## config.mk

```make
export PLATFORM = sky130hd
export DESIGN_NAME = sad_engine
export DESIGN_NICKNAME = d
export VERILOG_FILES = /design/src/rtl/sad_engine.sv
export SDC_FILE = /design/constraint.sdc
export NUM_CORES = 1
export LEC_CHECK = 0
export ABC_AREA = 1
export BUFFER_PORTS_ARGS = -buffer_cell sky130_fd_sc_hd__buf_2
export CORE_MARGIN = 2
export CORE_UTILIZATION = 55
export DETAILED_ROUTE_END_ITERATION = 6
export PLACE_DENSITY_LB_ADDON = 0.3
export SETUP_SLACK_MARGIN = 0.5
export SLEW_MARGIN = 30
export SYNTH_ARGS = -nofsm -noshare
export SYNTH_HDL_FRONTEND = slang
export SYNTH_SLANG_ARGS = --single-unit
```

## constraint.sdc

```tcl
create_clock -name clk -period 4.3 [get_ports clk]
set_input_delay 0.86 -clock clk [delete_from_list [all_inputs] [get_ports clk]]
set_output_delay 0.86 -clock clk [all_outputs]
set_load 0.03 [all_outputs]
```

## src/rtl/sad_engine.sv

```systemverilog
// Sum-of-absolute-differences engine: streams two blocks from synchronous RAMs, LANES pairs per read.
// Optional early exit on a partial-sum threshold is compiled in with SAD_EARLY_EXIT_EN.
module sad_engine #(
    parameter  int DATA_W = 8,
    parameter  int N      = 256,
    parameter  int LANES  = 4,
    localparam int W      = N / LANES,
    localparam int ADDR_W = (W > 1) ? $clog2(W) : 1,
    localparam int SUM_W  = DATA_W + $clog2(N)
) (
    input  logic                      clk,
    input  logic                      rst,
`ifdef SAD_EARLY_EXIT_EN
    input  logic [SUM_W-1:0]          sad_thr,
    output logic                      aborted,
`endif
    input  logic                      go,
    input  logic [LANES*DATA_W-1:0]   A_data,
    input  logic [LANES*DATA_W-1:0]   B_data,
    output logic [ADDR_W-1:0]         AB_addr,
    output logic                      AB_rd,
    output logic                      busy,
    output logic                      done,
    output logic [SUM_W-1:0]          sad
);

    localparam logic [1:0]        S_IDLE    = 2'd0;
    localparam logic [1:0]        S_RUN     = 2'd1;
    localparam logic [1:0]        S_DRAIN   = 2'd2;
    localparam logic [ADDR_W-1:0] LAST_ADDR = ADDR_W'(W - 1);

    logic [1:0]        state_r;
    logic [ADDR_W-1:0] addr_r;
    logic              rd_r;
    logic              valid_r;
    logic [SUM_W-1:0]  acc_r;
    logic              busy_r;
    logic              done_r;
    logic [SUM_W-1:0]  sad_r;
`ifdef SAD_EARLY_EXIT_EN
    logic              aborted_r;
`endif

    logic [SUM_W-1:0]  word_sum_s;
    logic [SUM_W-1:0]  final_s;
    logic              exit_s;

    // Binary adder tree over the per-lane |a-b|; leaves sit at LANES-1 .. 2*LANES-2.
    function automatic logic [SUM_W-1:0] word_sad(
        input logic [LANES*DATA_W-1:0] a,
        input logic [LANES*DATA_W-1:0] b
    );
        logic [SUM_W-1:0]  node [2*LANES-1];
        logic [DATA_W-1:0] x;
        logic [DATA_W-1:0] y;
        for (int i = 0; i < LANES; i++) begin
            x = a[i*DATA_W +: DATA_W];
            y = b[i*DATA_W +: DATA_W];
            node[LANES-1+i] = (x > y) ? SUM_W'(x - y) : SUM_W'(y - x);
        end
        for (int i = LANES - 2; i >= 0; i--) begin
            node[i] = node[2*i+1] + node[2*i+2];
        end
        return node[0];
    endfunction

    assign word_sum_s = word_sad(A_data, B_data);

    // Accumulator value including the word currently on the memory outputs.
    always_comb begin
        final_s = acc_r;
        if (valid_r) begin
            final_s = acc_r + word_sum_s;
        end else begin
            final_s = acc_r;
        end
    end

    // Early-exit decision: looks at the registered partial sum only.
    always_comb begin
        exit_s = 1'b0;
`ifdef SAD_EARLY_EXIT_EN
        if ((state_r == S_RUN) && (acc_r > sad_thr)) begin
            exit_s = 1'b1;
        end else begin
            exit_s = 1'b0;
        end
`endif
    end

    assign AB_rd   = rd_r & ~exit_s;
    assign AB_addr = addr_r;
    assign busy    = busy_r;
    assign done    = done_r;
    assign sad     = sad_r;
`ifdef SAD_EARLY_EXIT_EN
    assign aborted = aborted_r;
`endif

    // Controller and datapath registers; data read at cycle t is accumulated at the end of t+1.
    always_ff @(posedge clk or negedge rst) begin
        if (!rst) begin
            state_r   <= S_IDLE;
            addr_r    <= '0;
            rd_r      <= 1'b0;
            valid_r   <= 1'b0;
            acc_r     <= '0;
            busy_r    <= 1'b0;
            done_r    <= 1'b0;
            sad_r     <= '0;
`ifdef SAD_EARLY_EXIT_EN
            aborted_r <= 1'b0;
`endif
        end else begin
            done_r  <= 1'b0;
            valid_r <= AB_rd;
            case (state_r)
                S_IDLE: begin
                    if (go) begin
                        state_r <= S_RUN;
                        busy_r  <= 1'b1;
                        rd_r    <= 1'b1;
                        addr_r  <= '0;
                        acc_r   <= '0;
                    end
                end
                S_RUN: begin
                    if (exit_s) begin
                        // Whatever is still in flight from the RAM is dropped.
                        state_r   <= S_IDLE;
                        busy_r    <= 1'b0;
                        rd_r      <= 1'b0;
                        addr_r    <= '0;
                        done_r    <= 1'b1;
                        sad_r     <= acc_r;
`ifdef SAD_EARLY_EXIT_EN
                        aborted_r <= 1'b1;
`endif
                    end else begin
                        acc_r <= final_s;
                        if (addr_r == LAST_ADDR) begin
                            state_r <= S_DRAIN;
                            rd_r    <= 1'b0;
                            addr_r  <= '0;
                        end else begin
                            addr_r  <= addr_r + ADDR_W'(1);
                        end
                    end
                end
                S_DRAIN: begin
                    state_r   <= S_IDLE;
                    busy_r    <= 1'b0;
                    done_r    <= 1'b1;
                    acc_r     <= final_s;
                    sad_r     <= final_s;
`ifdef SAD_EARLY_EXIT_EN
                    aborted_r <= (final_s > sad_thr);
`endif
                end
                default: begin
                    state_r <= S_IDLE;
                    busy_r  <= 1'b0;
                    rd_r    <= 1'b0;
                    addr_r  <= '0;
                end
            endcase
        end
    end

endmodule

```

==> results of run 1 <==
==> path summary, 6_finish.rpt <==
kind,end,cells after the start
max in group asynchronous,acc_r[15],1
hold / removal,valid_r,0
setup / recovery,sad[14],29
min in group asynchronous,AB_addr[2],1
hold reg to reg,valid_r,0
setup reg to reg,acc_r[12],19
==> area by class of cell <==
type                       count  share of cell area, %
multi-input combinational    651                   54.1
timing repair buffer         328                   23.4
inverter                     212                   8.15
sequential                    44                   10.9
tap                          147                   1.83
clock inverter                 2                  0.348
clock buffer                   6                   1.28
==> flip-flops by register name, indices dropped and copies added (netlist names) <==
name and cells:
acc_r 16, sad 16, AB_addr 6, state_r 2
AB_rd 1, busy 1, done 1, valid_r 1
==> logic make-up (layout without fill, tap and decap cells) <==
family	Yosys count	count (layout)	share of synthesized area (%)
and+or+nand+nor	310	310	20.4
buffers and inverters	225	548	12.8
AOI/OAI and AO/OA	173	173	14.9
adders and majority gates	136	136	31.2
DFF	44	44	16.4
xor gates and xnor gates	29	29	3.78
muxes	3	3	0.485
==> routing by layer <==
metal / part of all wire (%) / wire length (um)
met4: 6.5 / 1550
met2: 49 / 11700
met5: 0 / 0
met3: 7.5 / 1790
met1: 37 / 8970
==> cells in the mapped netlist (5+ instances only) <==
master    count
a21oi_1      56
a31oi_1      10
buf_2         5
clkbuf_1      5
dfrtp_1      44
fa_1         52
ha_1         84
inv_1       206
nand2_1     186
nand2_2       7
nand3_1      49
nand3_2       5
nand4_1       6
nor2_1       34
o21ai_0      62
o21bai_1      5
o22ai_1       9
or2_2         6
xnor2_1       6
xor2_1       23
==> critical path: cells and delay by family <==
kind,cells,cell delay (ps)
AND/OR/NAND/NOR,13,1650
AO/OA/AOI/OAI,5,760
buffers and inverters,5,400
adder cells (fa/ha/maj),5,2200
XOR/XNOR,1,210
==> through the flow <==
stage	setup WS [ps]	cell area, um^2	cells	hold WS, ps
2_1_floorplan	-1070	6950	920	482
6_report	-1680	10100	1390	437
4_1_cts	-1120	9760	1375	431
3_3_place_gp	-1580	8980	1339	397
3_5_place_dp	-1720	8980	1339	414
5_1_grt	-1750	10100	1390	442
==> repair_timing <==
action / in CTS / in global routing
pin swaps: 72 / 60
gates resized for setup: 107 / 64
endpoints found under the setup margin: 30 / 30
hold buffers: 0 / 0
buffers inserted: 28 / 15
==> metrics.md, run 1 <==
| Metric | Value |
|---|---|
| Clock transition at the registers of the reported paths | 60 ps |
| DR vias | just under 8000 |
| Final worst slack | -1680 ps |
| Sinks on Clock Net | 44 |
| TritonCTS Buffers | 5 |
| Routed Antenna Nets | 0 |
| Layout cells sized above 1 | around 40% |
| # IOs | 92 |
| Port buffer count | 91 |
| GP Congestion | roughly 0.95 |
| Die H | 114 um |
| Core area | 0.0120 mm^2 |
| Cells after synthesis | 920 |
| Setup Crit Path Kind | input port to flip-flop |
| Critical path origin | B_data[14] |
| Met2 usage | 58.7% |
| Setup_tns | -38560 ps |
| Multi-input gate area | 0.00545 mm^2 |
| Post-synth cell types | 49 |
| Nets | 1445 |
| All-Layer GR Usage | 32.5% |
| Die Width | ~110 um |
| Full die area | 0.0131 mm^2 |
| Starting Density | 56.1% |
| DRC Markers | 0 |
| Final WL | 24.0 mm |
| 1st-pass router iterations | 6 |
| Max Buffers Root-to-Sink | 2 |
| Synthesized flop and latch total | 44 |
| Post-synth EDFFs | 0 |
| Seq/Total Area, Yosys | 16.4% |
| Status | complete, but fails checks |
| N_diodes | 0 |
| Register area | approximately 0.0011 mm^2 |
| Fillers | 674 |
| CTS tree | built |
| Synth area leaders | dfrtp_1, ha_1, fa_1 |
| Met1 usage | 39.3% |
| Number of global-route vias before repair | 7661 |
| Cell taking the most area after synthesis | dfrtp_1 |
| Top cell type's share of synthesized area | 16.4% |
| CP max FO | 6 |
| WP data arrival | ~6100 ps |
| Final Hold Fails | 0 |
| Global-route wire length before repair | 34.7 mm |
| Worst-Skew Late Latency | 280 ps |
| Syn Std Cell Area | ~0.0067 mm^2 |
| Syn_nets | 1123 |
| Crit path largest cell delay | ~560 ps |
| Slowest library cell on the worst path | fa_1 |
| Post-synth ARST share | 100% |
| Busiest grt layer | met2 |
| Row count | 40 |
| Commonest non-fill, non-tap cell in the layout | buf_4 |
| Final worst clock skew | 4.75 ps |
| CP endpoint kind | flip-flop |
| Routed len/inst | 17.2 um |
| Largest net degree at the start of global routing | 45 |
| Vias per cell | 5.65 |
| Final HPWL DP | 14.7 mm |
| R2R Setup Slk | approximately 20 ps |
| Synth Flop Type | dfrtp_1 |
| Min-delay worst type | flip-flop to flip-flop |
| Mapped Avg Cell Area | 7.30 um^2 |
| CTS root buf | clkbuf_16 |
| Commonest cells after routing, fill and taps aside | buf_4, inv_1, nand2_1 |
| CP required | 4430 ps |
| Max Fclk | 167 MHz |
| Worst setup SP type | input port |
| Max cap viols | 0 |
| Hold path startpoint | AB_rd |
| Met3 usage | 4.76% |
| Slew margin rel. | 40.4% |
| Layout area overhead | 50.1% |
| Iter 0 DRT Violations | about 880 |
| Final Critical Period | between 5000 and 6000 ps |
| Initial antenna violation count | 0 |
| RSZ-0062 raised after global routing | yes |
| Crit share post-route | 139% |
| Slew Viols, Final | 0 |
| YS warnings | 0 |
| Core Util, Final | 84.2% |
| R2r startpoint | acc_r[2] |
| Final setup fails | 30 |
| Failing checks | setup timing |
| Worst-Margin Slew | 894 ps |
| CTS H-Tree Depth | 2 |
| Grt ovf | 0 |
Power of run 1 is not shown: default switching activity piles up to over one toggle a cycle in this logic, so the estimate is an artifact.
==> run 2, diff against run 1 <==
--- a/config.mk
+++ b/config.mk
@@ -7,7 +7,7 @@
 export LEC_CHECK = 0
 export ABC_AREA = 1
 export BUFFER_PORTS_ARGS = -buffer_cell sky130_fd_sc_hd__buf_2
-export CORE_MARGIN = 2
+export CORE_MARGIN = 3
 export CORE_UTILIZATION = 55
 export DETAILED_ROUTE_END_ITERATION = 6
 export PLACE_DENSITY_LB_ADDON = 0.3
==> metrics.md, run 2 (same netlist as run 1, synthesis figures left out) <==
| Metric | Value |
|---|---|
| Worst setup SP type | input port |
| Hold Slack | 427 ps |
| GP Congestion | 0.928 |
| Sinks on Clock Net | 44 |
| Die H | 116 um |
| # IOs | between 90 and 100 |
| Crit path largest cell delay | 570 ps |
| CP max FO | 4 |
| Commonest non-fill, non-tap cell in the layout | buf_4 |
| Layout cells sized above 1 | between 40% and 50% |
| Final Critical Period | 6200 ps |
| Largest net degree at the start of global routing | 45 |
| Crit share post-route | 144% |
| Starting Density | 57.6% |
| Vias per cell | between 6 and 7 |
| Final worst clock skew | between 9 and 10 ps |
| Max Fclk | 161 MHz |
| Max cap viols | 0 |
| Final Cell Area | 0.0104 mm^2 |
| Cts hold-fix bufs | 0 |
| Setup Crit Path Kind | input port to flip-flop |
| Post-DP Area | between 0.008 and 0.009 mm^2 |
| CP endpoint kind | flip-flop |
| DR vias | 8686 |
| Core area | roughly 0.012 mm^2 |
| Clock transition at the registers of the reported paths | 60 ps |
| Final WL | between 30 and 40 mm |
| All-Layer GR Usage | 33.9% |
| CTS root buf | clkbuf_16 |
| Routed Antenna Nets | 0 |
| WP data arrival | 6340 ps |
| Status | complete, but fails checks |
| CTS H-Tree Depth | 2 |
| Pre-CTS WS | -1640 ps |
| Routed len/inst | 21.7 um |
| Initial antenna violation count | 1 |
| Grt ovf | 0 |
| 1st-pass router iterations | 5 |
| Row count | 39 |
| Final Hold Fails | 0 |
| Final HPWL DP | 15.0 mm |
| Worst-Margin Slew | about 940 ps |
| DRC Markers | 0 |
| CTS tree | built |
| Global-route wire length before repair | 37.1 mm |
| Nets | 1446 |
| Slew margin rel. | between 30% and 40% |
| Iter 0 DRT Violations | 1080 |
| Die Width | 116 um |
| Final setup fails | 30 |
| RSZ-0062 raised after global routing | yes |
| Min-delay worst type | flip-flop to flip-flop |
| Layout area overhead | 54.6% |
| TritonCTS Buffers | 5 |
| Number of global-route vias before repair | 8073 |
| Port buffer count | 91 |
| Full die area | 0.0136 mm^2 |
| CP required | 4440 ps |
| Slowest library cell on the worst path | fa_1 |
| Worst path bufs/invs | 7 |
| Top delay family on crit path | adder cells |
| Final worst slack | -1900 ps |
| Max Buffers Root-to-Sink | 2 |
| Failing checks | setup timing |
| N_diodes | 0 |
| Commonest cells after routing, fill and taps aside | buf_4, inv_1, nand2_1 |
| Worst-Skew Late Latency | 290 ps |
| Slew Viols, Final | 0 |
| CP most frequent cell | nand2_4 |
## run 2: cell count changes in the layout (fill, tap and decap cells not counted), moves of 4 or more
cell	delta
a21oi_1	-4
buf_2	-9
buf_4	-8
buf_6	+19
nand2_1	-14
nand2_2	+5
nand2_4	+10
nand3_4	+4
o21ai_2	+5
## run 2: worst paths after layout
check / start / depth (start not counted) / to / slack (ps)
max: A_data[13] / 32 / sad[14] / -1900
min: AB_rd / 0 / valid_r / 430
max reg2reg: acc_r[1] / 19 / sad[11] / 70
min reg2reg: AB_rd / 0 / valid_r / 430
max in group asynchronous: rst / 1 / sad[13] / 3360
min in group asynchronous: rst / 1 / AB_addr[2] / 550
## run 2: timing repair
item                                    4_1_cts  5_1_grt
gates cloned                                  1        0
hold endpoints to repair                      0        0
setup buffers                                31       15
endpoints found under the setup margin       30       30
gates resized for setup                     147       97
pin swaps                                    69       74
## run 2: layer usage
layer,share of wire (%),GRT usage (%)
met1,32,39.8
met2,46,61.3
met3,11,4.92
met4,11,14.8
met5,0.053,0
## run 2: area by class of cell
type	instances	area (um^2)
clock buffer	5	125
clock inverter	2	12.5
fill	514	1280
inverter	212	823
multi-input combinational	652	5700
sequential	44	1100
tap	143	179
timing repair buffer	328	2430
## run 2: stage by stage
stage | TNS, ps | instances | utilization, %
floorplan | -21190 | 920 | -
global placement | -35170 | 1332 | 76.6
detailed placement | -37990 | 1332 | 76.6
CTS | -24260 | 1371 | 84.7
global route | -51310 | 1386 | 89.0
finish | -46430 | 1386 | 89.0
Power of run 2 is left out for the same reason.
